$ cat src/rtl/reg_wr_arbiter.sv
// reg_wr_arbiter: zero-fills x1..x(NREG-1) after reset, then round-robin arbitrates
// the register file write port between requesters A and B.
module reg_wr_arbiter #(
    parameter int NREG = 32,
    parameter int AW   = 5,
    parameter int DW   = 32
) (
    input  logic          CLK,
    input  logic          RST,
    input  logic          A_VALID,
    input  logic [AW-1:0] A_RD,
    input  logic [DW-1:0] A_DATA,
    output logic          A_READY,
    input  logic          B_VALID,
    input  logic [AW-1:0] B_RD,
    input  logic [DW-1:0] B_DATA,
    output logic          B_READY,
    output logic          WR,
    output logic [AW-1:0] RD,
    output logic [DW-1:0] DIN,
    output logic          BUSY
);
    typedef enum logic {INIT, RUN} state_t;

    state_t        state_q, state_d;
    logic [AW-1:0] cnt_q, cnt_d;
    logic          last_b_q, last_b_d;
    logic          wr_q, wr_d;
    logic [AW-1:0] rd_q, rd_d;
    logic [DW-1:0] din_q, din_d;
    logic          run, xfer;
    logic [AW-1:0] sel_rd;
    logic [DW-1:0] sel_data;

    // On contention the requester that did not win last time gets the port
    assign run      = state_q == RUN;
    assign A_READY  = run && A_VALID && (!B_VALID || last_b_q);
    assign B_READY  = run && B_VALID && (!A_VALID || !last_b_q);
    assign xfer     = A_READY || B_READY;
    assign sel_rd   = A_READY ? A_RD : B_RD;
    assign sel_data = A_READY ? A_DATA : B_DATA;

    always_comb begin
        state_d  = state_q;
        cnt_d    = cnt_q;
        last_b_d = last_b_q;
        wr_d     = 1'b0;
        rd_d     = rd_q;
        din_d    = din_q;
        if (state_q == INIT) begin
            wr_d    = 1'b1;
            rd_d    = cnt_q;
            din_d   = '0;
            cnt_d   = cnt_q + AW'(1);
            state_d = (cnt_q == AW'(NREG - 1)) ? RUN : INIT;
        end else if (xfer) begin
            wr_d     = sel_rd != '0;
            rd_d     = sel_rd;
            din_d    = sel_data;
            last_b_d = B_READY;
        end
    end

    always_ff @(posedge CLK or posedge RST) begin
        if (RST) begin
            state_q  <= INIT;
            cnt_q    <= AW'(1);
            last_b_q <= 1'b1;
            wr_q     <= 1'b0;
            rd_q     <= '0;
            din_q    <= '0;
        end else begin
            state_q  <= state_d;
            cnt_q    <= cnt_d;
            last_b_q <= last_b_d;
            wr_q     <= wr_d;
            rd_q     <= rd_d;
            din_q    <= din_d;
        end
    end

    assign WR   = wr_q;
    assign RD   = rd_q;
    assign DIN  = din_q;
    assign BUSY = state_q == INIT;
endmodule

$ cat config.mk
export PLATFORM = sky130hd
export DESIGN_NAME = reg_wr_arbiter
export DESIGN_NICKNAME = d
export VERILOG_FILES = /design/src/rtl/reg_wr_arbiter.sv
export SDC_FILE = /design/constraint.sdc
export NUM_CORES = 1
export LEC_CHECK = 0
export CAP_MARGIN = 20
export CORE_AREA = 2 2 79 81
export DETAILED_ROUTE_END_ITERATION = 6
export DIE_AREA = 0 0 81 83
export HOLD_SLACK_MARGIN = 0.02
export PLACE_DENSITY = 0.85
export SYNTH_ARGS = -nofsm -noshare
export SYNTH_HDL_FRONTEND = slang
export SYNTH_SLANG_ARGS = --single-unit
$ cat constraint.sdc
create_clock -name CLK -period 2.2 [get_ports CLK]
set_clock_uncertainty 0.15 [all_clocks]
set_input_delay 0.22 -clock CLK [delete_from_list [all_inputs] [get_ports CLK]]
set_output_delay 0.22 -clock CLK [all_outputs]
set_load 0.02 [all_outputs]
## After elaboration in Yosys (flattened, before gate mapping)

Cells that the tools add are included.

| operators by class | value |
|---|---|
| add/subtract/negate cells | 1 |
| eq/ne operators | 2 |
| mux-type cells | 10 |
| bitwise logic cells | 1 |
| reduce and logical (&&, ||, !) cells | 12 |

Operators with widths:

| kind | number |
|---|---|
| $mux W32 | 3 |
| $mux W5 | 3 |
| $add A5 B1 Y5 const B | 1 |
| $eq A5 B5 Y1 const B | 1 |
| $reduce_bool A5 Y1 | 1 |
| $logic_and A1 B1 Y1 | 4 |
| $mux W1 | 4 |
| $logic_not A1 Y1 | 3 |
| $logic_or A1 B1 Y1 | 3 |
| $ne A2 B1 Y1 const B | 1 |
| $reduce_and A2 Y1 | 1 |
| $not A1 Y1 | 1 |

| storage, ports and cells | value |
|---|---|
| bits in registers | 45 |
| input bits | 78 |
| word-level logic and storage cells | 32 |

## Longest topological paths before layout

Gate-level depths: netlist (run 1).

| logic depth | value |
|---|---|
| depth in word-level cells | 7 |
| depth in mapped cells | 7 |
| mapped depth without buffers | 4 |

## Worst setup path before layout (run 1)

OpenSTA, ideal clock, no wires.

| path | value |
|---|---|
| path kind | register -> register |
| from | register last_b_q |
| to | register rd_q[1] (netlist: RD[1]) |
| library setup time | 0.134 ns |
| data arrival time | 1.486 ns |
| data required time | 1.916 ns |
| slack | 0.431 ns |
| stages on the path, launching flop included | 8 |
| path buffers | 3 |
| clock period less this slack | 1.769 ns |
| path through | dfstp_2 -> nand2b_2 -> and3_4 -> buf_6 -> buf_6 -> buf_6 -> mux2i_1 -> o22ai_1 |

| on the way | value |
|---|---|
| cells in the longest elaborated chain, start to end | 5 |
| elaborated cells on any way between the ends | 10 |

Ends and longest elaborated chain:

| element | RTL line | text |
|---|---|---|
| start: declaration | 27 | `logic last_b_q, last_b_d;` |
| start signal: assignment | 75 | `last_b_q <= last_b_d;` |
| $logic_or A1 B1 Y1 * | 37 | `assign A_READY = run && A_VALID && (!B_VALID \|\| last_b_q);` |
| $logic_and A1 B1 Y1 * | 37 |  |
| via A_READY | 13 | `output logic A_READY,` |
| $mux W5 | 40 | `assign sel_rd = A_READY ? A_RD : B_RD;` |
| $mux W5 | 56 | `end else if (xfer) begin` |
| $mux W5 | 50 | `if (state_q == INIT) begin` |
| end signal: assignment | 77 | `rd_q <= rd_d;` |
| end: declaration | 29 | `logic [AW-1:0] rd_q, rd_d;` |

Mark *: on every way through the listed nets, which the timed path passes. The rest lies on a longest branch. The select of a mux whose other input is x is not followed.
A chain may end at the register's enable or synchronous reset.

## Final worst setup path (run 1)

| path | value |
|---|---|
| from | input B_VALID |
| to | output B_READY |

| on the way | value |
|---|---|
| cells in the longest elaborated chain, start to end | 2 |

Ends and longest elaborated chain:

| element | RTL line | text |
|---|---|---|
| start: declaration | 14 | `input logic B_VALID,` |
| $logic_and A1 B1 Y1 (2 in series) | 38 | `assign B_READY = run && B_VALID && (!A_VALID \|\| !last_b_q);` |
| end: declaration | 17 | `output logic B_READY,` |

No other way between the ends.

==> impl_summary.md, run 1 <==
Outcome
The flow ran to the end, and the final reports show no timing, DRC or antenna violations.

Clocking
The CTS sink count is 45. The number of buffers created by CTS is 5. Hold repair after CTS inserted 0 buffers. The insertion delay to the later sink of the worst-skew pair is 290 ps. The clock transition at the registers of the reported paths is 80 ps. The number of setup buffers added after CTS is 0.

The root cell of the clock tree is sky130_fd_sc_hd__clkbuf_8. The number of levels the H-tree was split into is 2. TritonCTS built the clock tree. The clock passes through at most 2 buffers. In this run, post-CTS repair resized a total of 0 instances.

Timing
The transition time at the pin with the least slew margin is 466 ps. The clock period minus final worst setup slack is 2090 ps. The final-layout setup total negative slack is 0 ps. The number of hold violations in the final report was 0. Dividing the final minimum period by the clock period gives 0.951.

Setup repair after global routing left no endpoint under its margin. The number of pins with negative max-slew slack in the final report was 0. Setup violations remaining at the end of the flow were counted as 0. Based on the critical path, the design can be clocked at up to 478 MHz. The post-route worst hold slack is 94.8 ps. In this run the tightest slew margin relative to its limit is 0.688.

Power and ir drop
Power spread over the standard cell area amounts to 617 nW/um^2. The leakage component of the power is 1.49 nW. The worst vdd rail ir drop is 0.417 mV.

Synth
Among all flip-flop cells after synthesis, the most frequent one is sky130_fd_sc_hd__dfrtp_1. The share of the Yosys chip area taken by registers is 0.514. The number of cells produced by synthesis is 204.

Yosys printed 0 warnings. Yosys mapped the design onto 36 distinct sky130hd cell types. The cell area that synthesis handed to floorplanning was 2200 um^2.

Ranked by instance count, the synthesized netlist is headed by 43 x sky130_fd_sc_hd__dfrtp_1, 36 x sky130_fd_sc_hd__mux2i_1, 34 x sky130_fd_sc_hd__nand3_1. Counting flops with an async set or reset pin after synthesis yields a share of 1.00. The most instantiated library cell after synthesis is sky130_fd_sc_hd__dfrtp_1.

The synthesized design contains 0 enable-type register cells. The count of state elements after synthesis is 45. The fraction of post-synthesis cell area in the top cell type by area is 0.490. Summed over all instances, the cell type with the most area after synthesis is sky130_fd_sc_hd__dfrtp_1. The net count after synthesis is 284. Yosys attributes the largest share of cell area to sky130_fd_sc_hd__dfrtp_1 49%, sky130_fd_sc_hd__mux2i_1 16%, sky130_fd_sc_hd__nand3_1 7.7%. A synthesized cell averages 10.8 um^2.

Placed design
In this run the tool buffered the top-level ports with 118 buffer cells. The global placement routability congestion is 0.814. The placed standard-cell area is 3490 um^2. Summed over all nets, the half-perimeter wirelength after detailed placement is 4650 um.

Drt
The number of remaining DRC errors is 0. In the final routed layout, each cell accounts on average for 15.0 um. The number of vias per cell after detailed routing is 4.99.

The via count is 1982. The count of TritonRoute iterations in the first routing pass is 4. Summed over all layers, the routed wires come to 5970 um. The count of nets left with antenna violations once routing finished came out at 0. The number of violations reported at the end of detailed-routing iteration 0 is 85.

Floorplan
The overall die height is 83 um. In this run the count of I/O pins placed on the die edge is 119. The core outline area is 5820 um^2. The initial utilization of the core area, before any placement, comes to 0.378. The floorplan row count is 28.

In this run the horizontal extent of the chip is 81 um. The die covers 6720 um^2.

Critical path
STA puts the critical path data required time at 1830 ps. The launch instance of the worst register-to-register path is last_b_q$_DFFE_PP1P_. The worst register-to-register path ends at DIN[11]$_DFFE_PP0P_.

In this run the worst path has a maximum fanout of 3. The depth of the worst register-to-register path is 5. STA classifies the critical path endpoint as an output port.

The setup slack on the worst flop-to-flop path is 310 ps. At the worst endpoint, the arrival time is 1720 ps. The critical path is of the primary input to output port type. The launching element type of the critical path is a primary input.

Global routing
The number of antenna violations at the first check in global routing is 0. The total grt overflow is 0. Entering global routing, the biggest net connects 36 pins. For this run, the total global-route usage over all layers was measured as 0.185. The via count of the first global-routing pass is 2119. The first global-routing pass estimated 9670 um of wire.

Layout
In the final layout, the share of cells above drive strength 1 is 0.0839. The total inserted antenna cells is 0. The finished cells cover 3610 um^2. For this run, the post-layout net count is 401. The post-synthesis to final-layout area growth is 64.5%.

Flow run
The tool flagged a number of max-cap violations equal to 0.

Hold path
The min-delay analysis places its worst path in the category primary input to asynchronous set/reset pin.
placed cells by master, fill, tap and decap left out, types with 2 or more instances in the layout:
cell type,instances
sky130_fd_sc_hd__inv_1,2
sky130_fd_sc_hd__o21ai_0,27
sky130_fd_sc_hd__dfstp_2,2
sky130_fd_sc_hd__xnor2_1,3
sky130_fd_sc_hd__o22ai_1,2
sky130_fd_sc_hd__a21oi_1,3
sky130_fd_sc_hd__ha_1,2
sky130_fd_sc_hd__buf_4,7
sky130_fd_sc_hd__a311oi_1,2
sky130_fd_sc_hd__mux2i_1,36
sky130_fd_sc_hd__buf_12,3
sky130_fd_sc_hd__clkdlybuf4s50_1,117
sky130_fd_sc_hd__dfrtp_1,42
sky130_fd_sc_hd__clkbuf_8,6
sky130_fd_sc_hd__nand3_1,34
sky130_fd_sc_hd__mux2_2,2
sky130_fd_sc_hd__o21ai_1,6
sky130_fd_sc_hd__nor2_1,3
sky130_fd_sc_hd__nor2b_1,2
critical path: stages:
cell	delay, ps
sky130_fd_sc_hd__clkdlybuf4s50_1	570
sky130_fd_sc_hd__nand2_1	80
sky130_fd_sc_hd__a21oi_1	210
sky130_fd_sc_hd__clkdlybuf4s50_1	650
power breakdown:
group / internal [mW] / switching [mW] / leakage, nW
Sequential: 0.908 / 0.0437 / 0.537
Clock: 0.371 / 0.285 / 0.0585
Combinational: 0.347 / 0.275 / 0.898
Total: 1.63 / 0.604 / 1.49
layer usage:
layer  GRT usage  routed length (um)  part of all wire
met1       0.199                2280              0.38
met2       0.335                3180              0.53
met3      0.0565                 335             0.056
met4      0.0601                 162             0.027
met5           0                   0                 0
final cells by class:
type | count | area, um^2
inverter | 3 | 11.3
multi-input combinational | 138 | 967
timing repair buffer | 128 | 1300
clock buffer | 7 | 86.3
tap | 75 | 93.8
sequential | 45 | 1130
fill | 540 | 2200
clock inverter | 1 | 30.0
kinds of logic (layout without fill, tap and decap cells):
kind of cell,Yosys count,after routing,share of synthesized area
xor+xnor,3,3,0.0120
fa+ha+maj,2,2,0.0114
compound gates,49,49,0.127
flops,45,45,0.514
buf+inv,21,139,0.0512
simple gates,46,46,0.110
mux,38,38,0.174
sequential cells by signal, summed over array words and instances, names as in the netlist:
signal	cells
last_b_q	1
DIN	32
run	1
WR	1
cnt_q	5
RD	5
worst max path at each step:
| stage | startpoint | end | slack, ps | cells after the start |
|---|---|---|---|---|
| finish | B_VALID | B_READY | 110 | 4 |
| global route | B_VALID | B_READY | 20 | 4 |
| CTS | last_b_q$_DFFE_PP1P_ | A_READY | 10 | 3 |
| detailed placement | B_VALID | B_READY | 90 | 4 |
| global placement | B_VALID | B_READY | 90 | 4 |
| floorplan | last_b_q$_DFFE_PP1P_ | RD[1]$_DFFE_PP0P_ | 430 | 7 |
through the flow:
stage                     setup slack [ps]  instances  utilization  total power [mW]
final                                  107        397        0.622              2.23
after detailed placement              89.1        389        0.601              1.60
after floorplan                        431        204            -              1.24
after global routing                  22.4        397        0.622              2.34
after global placement                89.9        389        0.601              1.58
after CTS                             13.3        397        0.621              2.26
Power figures use the tool's default switching activity.
==> inputs of run 2 (changes only) <==
--- a/config.mk
+++ b/config.mk
@@ -6,11 +6,12 @@
 export NUM_CORES = 1
 export LEC_CHECK = 0
 export CAP_MARGIN = 20
-export CORE_AREA = 2 2 79 81
+export CORE_AREA = 2 2 67 69
 export DETAILED_ROUTE_END_ITERATION = 6
-export DIE_AREA = 0 0 81 83
+export DIE_AREA = 0 0 69 71
+export DONT_BUFFER_PORTS = 1
 export HOLD_SLACK_MARGIN = 0.02
-export PLACE_DENSITY = 0.85
+export PLACE_DENSITY = 0.75
 export SYNTH_ARGS = -nofsm -noshare
 export SYNTH_HDL_FRONTEND = slang
 export SYNTH_SLANG_ARGS = --single-unit
==> impl_summary.md, run 2 (synthesis gave the netlist of run 1 again) <==
Outcome
Run status: finished clean (unchanged).

Drt
The number of violations reported at the end of detailed-routing iteration 0 came to 145 (was 85). The average detailed-routed wire length per instance was 19.8 um (was 15.0 um). The via count is 1971 (was 1982).

The number of vias per cell after detailed routing is 5.99 (was 4.99). The count of TritonRoute iterations in the first routing pass came to 5 (was 4). The final wirelength is 6520 um (was 5970 um). The remaining number of nets flagged by the antenna check after routing is 0 (unchanged).

The number of remaining DRC errors was 0 (unchanged).

Clocking
The post-CTS setup buffer count is 0 (unchanged). The CTS tree is built (unchanged). The clock transition at the registers of the reported paths is 80 ps (about the same). The insertion delay to the later sink of the worst-skew pair is 300 ps (was 290 ps).

The number of buffers created by CTS is 5 (unchanged). The CTS sink count is 45 (unchanged). The root cell of the clock tree was sky130_fd_sc_hd__clkbuf_8 (unchanged).

The number of buffers on the longest clock path is 2 (unchanged). The number of levels the H-tree was split into is 2 (unchanged).

Critical path
The setup slack on the worst flop-to-flop path is 60 ps (was 310 ps). The cell with the most instances on the worst path is sky130_fd_sc_hd__dlygate4sd3_1 (was sky130_fd_sc_hd__clkdlybuf4s50_1). The capture point of the critical path is RD[3]$_DFFE_PP0P_ (was B_READY). The data required time at the worst endpoint is 2240 ps (was 1830 ps).

The delay of the slowest cell on the worst path is 570 ps (was 650 ps). The launching element type of the critical path is a flop (was primary input). List of cells traversed by the critical path: o31ai_2, dlygate4sd3_1, o2bb2ai_1, dlygate4sd3_1 (was clkdlybuf4s50_1, nand2_1, a21oi_1, clkdlybuf4s50_1). The depth of the worst register-to-register path is 4 (was 5). The cell with the largest stage delay on the worst path is sky130_fd_sc_hd__dlygate4sd3_1 (was sky130_fd_sc_hd__clkdlybuf4s50_1). The maximum net fanout on the critical path came to 2 (was 3). The terminus of the critical flop-to-flop path is RD[3]$_DFFE_PP0P_ (was DIN[11]$_DFFE_PP0P_). The launch instance of the worst register-to-register path is RD[3]$_DFFE_PP0P_ (was last_b_q$_DFFE_PP1P_). The signal arrival time at the worst endpoint is 2180 ps (was 1720 ps).

The type of the worst setup path is flop to flop (was primary input to output port). The category of the worst setup path capture point is a flop (was output port). The start point of the critical path is RD[3]$_DFFE_PP0P_ (was B_VALID).

Timing
Unrepaired setup endpoints after global routing: no (unchanged). The clock period minus final worst setup slack is 2140 ps (was 2090 ps). The number of hold violations in the final report is 0 (unchanged).

The relative max-transition margin was 0.522 (was 0.688). The transition time at the pin with the least slew margin is 714 ps (was 466 ps). The number of pins with negative max-slew slack in the final report was 0 (unchanged). The fmax is 467 MHz (was 478 MHz). The share of the clock period used by the worst path is 0.973 (was 0.951). The final count of negative-setup-slack endpoints came to 0 (unchanged). The final-layout setup total negative slack is 0 ps (unchanged).

Layout
The area of all placed cells without fillers is 3130 um^2 (was 3610 um^2). The share of layout cells above drive strength 1 was 0.0906 (was 0.0839). Most frequent cells in the layout: 76 x sky130_fd_sc_hd__dlygate4sd3_1, 42 x sky130_fd_sc_hd__dfrtp_1, 36 x sky130_fd_sc_hd__mux2i_1, 34 x sky130_fd_sc_hd__nand3_1, 27 x sky130_fd_sc_hd__o21ai_0 (was 117 x sky130_fd_sc_hd__clkdlybuf4s50_1, 42 x sky130_fd_sc_hd__dfrtp_1, 36 x sky130_fd_sc_hd__mux2i_1, 34 x sky130_fd_sc_hd__nand3_1, 27 x sky130_fd_sc_hd__o21ai_0). The final layout net count came to 355 (was 401). The flip-flop count of the largest register, all copies and words added is 32 (unchanged). The post-synthesis to final-layout area growth is 42.3% (was 64.5%). The most common cell after layout, fill and taps aside is sky130_fd_sc_hd__dlygate4sd3_1 (was sky130_fd_sc_hd__clkdlybuf4s50_1).

The count of placed standard cells in the final layout, fillers left out is 329 (was 397).

Floorplan
The overall die height is 71 um (was 83 um). The core outline area came to 4200 um^2 (was 5820 um^2). The boundary pin count is 119 (unchanged).

The full die area is 4900 um^2 (was 6720 um^2). The width of the die is 69 um (was 81 um). The starting utilization of the core area was 0.523 (was 0.378).

The floorplan row count came to 24 (was 28).

Power and ir drop
The worst vdd rail ir drop is 0.451 mV (was 0.417 mV). The areal power density over the cells came to 630 nW/um^2 (was 617 nW/um^2). The net switching power is 592 uW (was 604 uW).

The part of the total power dissipated in combinational logic came to 0.168 (was 0.279). The internal power of the cells is 1.38 mW (was 1.63 mW). The fraction of power consumed by sequential logic is 0.544 (was 0.427). The power share of the clock group is 0.287 (was 0.294). The leakage component of the power is 1.32 nW (was 1.49 nW). The fraction of power spent switching nets was 0.301 (was 0.271).

Placed design
The placed standard-cell area is 2250 um^2 (was 3490 um^2). The detailed placer's ending HPWL is 3320 um (was 4650 um). The global placement routability congestion is 0.716 (was 0.814). The count of input and output buffers is 0 (was 118).

The cell count after placement was 244 (was 389).

Global routing
The largest net degree at the start of global routing is 46 (was 36). The via count of the first global-routing pass is 2010 (was 2119). The total routing usage reported by global routing came to 0.276 (was 0.185). The number of antenna violations at the first check in global routing is 1 (was 0).

The first-pass GRT wire length is 10500 um (was 9670 um). The total grt overflow came to 0 (unchanged).

Flow run
The number of maximum-capacitance violations is 0 (unchanged).

Hold path
The worst min-delay path class is primary input to flop (was primary input to asynchronous set/reset pin).
-- run 2: repair_timing --
| action | CTS | global route |
|---|---|---|
| hold buffers | 76 | 0 |
| resized for setup | 0 | 2 |
| hold endpoints to repair | 83 | 0 |
| setup endpoints to repair | 0 | 1 |
-- run 2: how the worst min path moves through the flow --
stage / start / cells after the start / endpoint
after floorplan: B_RD[0] / 2 / RD[0]$_DFFE_PP0P_
after global placement: RST / 2 / DIN[1]$_DFFE_PP0P_
after detailed placement: RST / 2 / DIN[30]$_DFFE_PP0P_
after CTS: A_RD[1] / 2 / WR$_DFF_PP0_
after global routing: A_RD[1] / 2 / WR$_DFF_PP0_
final: A_RD[1] / 2 / WR$_DFF_PP0_
-- run 2: cell type report --
class / count / area, um^2
flip-flops and latches: 45 / 1130
clock buffers: 7 / 96.3
well taps: 52 / 65.1
clock inverters: 1 / 5.00
repair buffers: 82 / 843
diodes: 1 / 2.50
multi-input cells: 138 / 972
fillers: 267 / 1080
inverters: 3 / 11.3
-- run 2: power groups by stage --
stage	Sequential (mW)	Combinational (mW)	Clock, mW
2_1_floorplan	1.06	0.175	0
3_3_place_gp	1.08	0.197	0
3_5_place_dp	1.08	0.205	0
4_1_cts	1.07	0.314	0.577
5_1_grt	1.08	0.363	0.599
6_report	1.07	0.331	0.566
-- run 2: worst max-delay path: cells and delay by family, from the launching register on --
family,cells,cell delay [ps]
flops,1,470
compound gates,2,290
buf+inv,2,1120
-- run 2: metal layers --
metal / routed length [um] / share of wire / global-route usage / vias up
li1: - / - / - / 886
met1: 2310 / 0.36 / 0.309 / 955
met2: 3480 / 0.53 / 0.474 / 108
met3: 534 / 0.082 / 0.107 / 22
met4: 190 / 0.029 / 0.115 / 0
met5: 0 / 0 / 0 / -
-- run 2: through the flow --
stage | hold slack [ps] | power, mW | util | worst slack (ps)
6_report | 58.1 | 1.97 | 0.743 | 58.9
5_1_grt | 66.9 | 2.04 | 0.743 | 8.56
4_1_cts | 21.5 | 1.96 | 0.741 | 38.8
3_5_place_dp | 10.5 | 1.29 | 0.536 | 422
3_3_place_gp | 8.49 | 1.28 | 0.536 | 478
2_1_floorplan | 252 | 1.24 | - | 431
==> inputs of run 3 (changes only) <==
--- a/config.mk
+++ b/config.mk
@@ -10,6 +10,7 @@
 export DETAILED_ROUTE_END_ITERATION = 6
 export DIE_AREA = 0 0 69 71
 export DONT_BUFFER_PORTS = 1
+export GPL_TIMING_DRIVEN = 0
 export HOLD_SLACK_MARGIN = 0.02
 export PLACE_DENSITY = 0.75
 export SYNTH_ARGS = -nofsm -noshare
==> impl_summary.md, run 3 (synthesis gave the netlist of run 1 again) <==
Layout
The most common cell after layout, fill and taps aside was sky130_fd_sc_hd__dlygate4sd3_1 (unchanged). The flip-flop count of the largest register, all copies and words added came to 32 (unchanged). The number of fillers in the final layout is 279 (was 267).

The post-synthesis to final-layout area growth is 40.8% (was 42.3%). The final layout net count is 362 (was 355). The flip-flop and latch area was 1130 um^2 (about the same).

The post-layout utilization of the core is 0.736 (was 0.743). The count of placed standard cells in the final layout, fillers left out is 336 (was 329). The total area of multi-input combinational cells is 956 um^2 (was 972 um^2).

The share of layout cells above drive strength 1 came to 0.0848 (was 0.0906). Most frequent cells in the layout: 70 x sky130_fd_sc_hd__dlygate4sd3_1, 43 x sky130_fd_sc_hd__dfrtp_1, 36 x sky130_fd_sc_hd__mux2i_1, 34 x sky130_fd_sc_hd__nand3_1, 27 x sky130_fd_sc_hd__o21ai_0 (was 76 x sky130_fd_sc_hd__dlygate4sd3_1, 42 x sky130_fd_sc_hd__dfrtp_1, 36 x sky130_fd_sc_hd__mux2i_1, 34 x sky130_fd_sc_hd__nand3_1, 27 x sky130_fd_sc_hd__o21ai_0).

Critical path
The data required time at the worst endpoint is 1830 ps (was 2240 ps). The launching element type of the critical path is a flop (unchanged). The maximum net fanout on the critical path is 10 (was 2).

The setup slack on the worst flop-to-flop path is 230 ps (was 60 ps). The type of the worst setup path is flop to output port (was flop to flop). The signal arrival time at the worst endpoint is 1650 ps (was 2180 ps). The category of the worst setup path capture point is an output port (was flop).

Global routing
The total routing usage reported by global routing is 0.267 (was 0.276). The largest net degree at the start of global routing is 30 (was 46). The via count of the first global-routing pass is 2053 (was 2010).

The first-pass GRT wire length is 10300 um (was 10500 um). The total grt overflow is 0 (unchanged). The number of antenna violations at the first check in global routing is 1 (unchanged).

Timing
The transition time at the pin with the least slew margin is 561 ps (was 714 ps). The number of pins with negative max-slew slack in the final report is 0 (unchanged). The final count of negative-setup-slack endpoints is 0 (unchanged).

The fmax is 495 MHz (was 467 MHz). The relative max-transition margin is 0.626 (was 0.522). The final-layout setup total negative slack came to 0 ps (unchanged). The clock period minus final worst setup slack is 2020 ps (was 2140 ps). The number of hold violations in the final report was 0 (unchanged).

The share of the clock period used by the worst path is 0.918 (was 0.973). Unrepaired setup endpoints after global routing: no (unchanged).

Power and ir drop
The areal power density over the cells is 651 nW/um^2 (was 630 nW/um^2). The leakage component of the power is 1.31 nW (was 1.32 nW). The worst vdd rail ir drop is 0.542 mV (was 0.451 mV).

The total power is 2.01 mW (was 1.97 mW).

Drt
The remaining number of nets flagged by the antenna check after routing was 0 (unchanged). The via count came to 1990 (was 1971). The count of TritonRoute iterations in the first routing pass is 6 (was 5).

The final wirelength is 6470 um (was 6520 um). The average detailed-routed wire length per instance was 19.2 um (was 19.8 um). The number of vias per cell after detailed routing was 5.92 (was 5.99). The number of remaining DRC errors is 0 (unchanged). The number of violations reported at the end of detailed-routing iteration 0 is 116 (was 145).

Flow run
The number of maximum-capacitance violations is 0 (unchanged).

Clocking
The number of gates given a new drive strength after cts is 0 (unchanged). The CTS tree is built (unchanged). The clock transition at the registers of the reported paths is 90 ps (was 80 ps). The number of levels the H-tree was split into was 2 (unchanged).

The root cell of the clock tree is sky130_fd_sc_hd__clkbuf_8 (unchanged). The number of buffers on the longest clock path is 2 (unchanged). The CTS sink count is 45 (unchanged). The insertion delay to the later sink of the worst-skew pair was 300 ps (about the same). The number of buffers created by CTS came to 5 (unchanged).

Floorplan
The boundary pin count is 119 (unchanged). The width of the die is 69 um (unchanged). The overall die height is 71 um (unchanged). The core outline area is 4200 um^2 (unchanged). The floorplan row count is 24 (unchanged). The full die area is 4900 um^2 (unchanged). The starting utilization of the core area is 0.523 (unchanged).

Outcome
Run status: finished clean (unchanged).

Placed design
The detailed placer's ending HPWL is 3630 um (was 3320 um). The cell count after placement is 257 (was 244). The global placement routability congestion is 0.808 (was 0.716).

The count of input and output buffers is 0 (unchanged).

Hold path
The worst min-delay path class is primary input to flop (unchanged).
==> run 3: cell types whose count changed in the layout (fill, tap and decap cells not counted), sizes merged <==
| cell | before | now |
|---|---|---|
| dlygate4sd3 | 76 | 70 |
| buf | 6 | 9 |
| bufinv | 0 | 1 |
| clkbuf | 7 | 16 |
==> run 3: final timing paths <==
| path | from | endpoint | depth (start not counted) |
|---|---|---|---|
| max in group asynchronous | RST | last_b_q$_DFFE_PP1P_ | 3 |
| min reg2reg | cnt_q[0]$_DFFE_PP1N_ | cnt_q[0]$_DFFE_PP1N_ | 1 |
| max reg2reg | last_b_q$_DFFE_PP1P_ | RD[4]$_DFFE_PP0P_ | 7 |
| min in group asynchronous | RST | DIN[4]$_DFFE_PP0P_ | 2 |
| max | last_b_q$_DFFE_PP1P_ | A_READY | 5 |
| min | B_DATA[6] | DIN[6]$_DFFE_PP0P_ | 2 |
==> run 3: cell type report <==
type,count,area share
Multi-Input combinational cell,138,0.309
Antenna cell,1,0.000809
Timing Repair Buffer,71,0.233
Buffer,18,0.0328
Inverter,3,0.00364
Clock buffer,6,0.0235
Clock inverter,2,0.0113
Tap cell,52,0.0210
Sequential cell,45,0.365
==> run 3: what timing repair did <==
item / in CTS / in global routing
endpoints found under the hold margin: 78 / 1
hold buffers: 69 / 1
setup buffers: 0 / 0
==> run 3: per-stage QoR <==
stage / hold WS (ps) / setup slack [ps] / area, um^2
detailed placement: -49.9 / 250 / 2280
global route: 34.5 / 114 / 3090
floorplan: 252 / 431 / 2200
global placement: 261 / 253 / 2260
finish: 18.8 / 180 / 3090
CTS: 21.2 / 189 / 3080
==> run 3: where the power goes <==
part	leakage, nW	switching (mW)	total [mW]	internal, mW
logic	0.721	0.151	0.329	0.179
registers	0.538	0.161	1.07	0.907
clock network	0.0552	0.278	0.616	0.337
==> run 3: critical path: stages, from the launching register on <==
cell and delay, ps:
sky130_fd_sc_hd__dfstp_2 550, sky130_fd_sc_hd__nand2b_2 140, sky130_fd_sc_hd__and3_4 190, sky130_fd_sc_hd__buf_6 100
sky130_fd_sc_hd__buf_6 170, sky130_fd_sc_hd__buf_6 210
==> run 3: layer usage <==
layer  up-vias  track usage  wire length, um
li1        899            -                -
met1       969        0.300             2390
met2       104        0.458             3320
met3        18        0.103              592
met4         0        0.111              166
met5         -            0                0
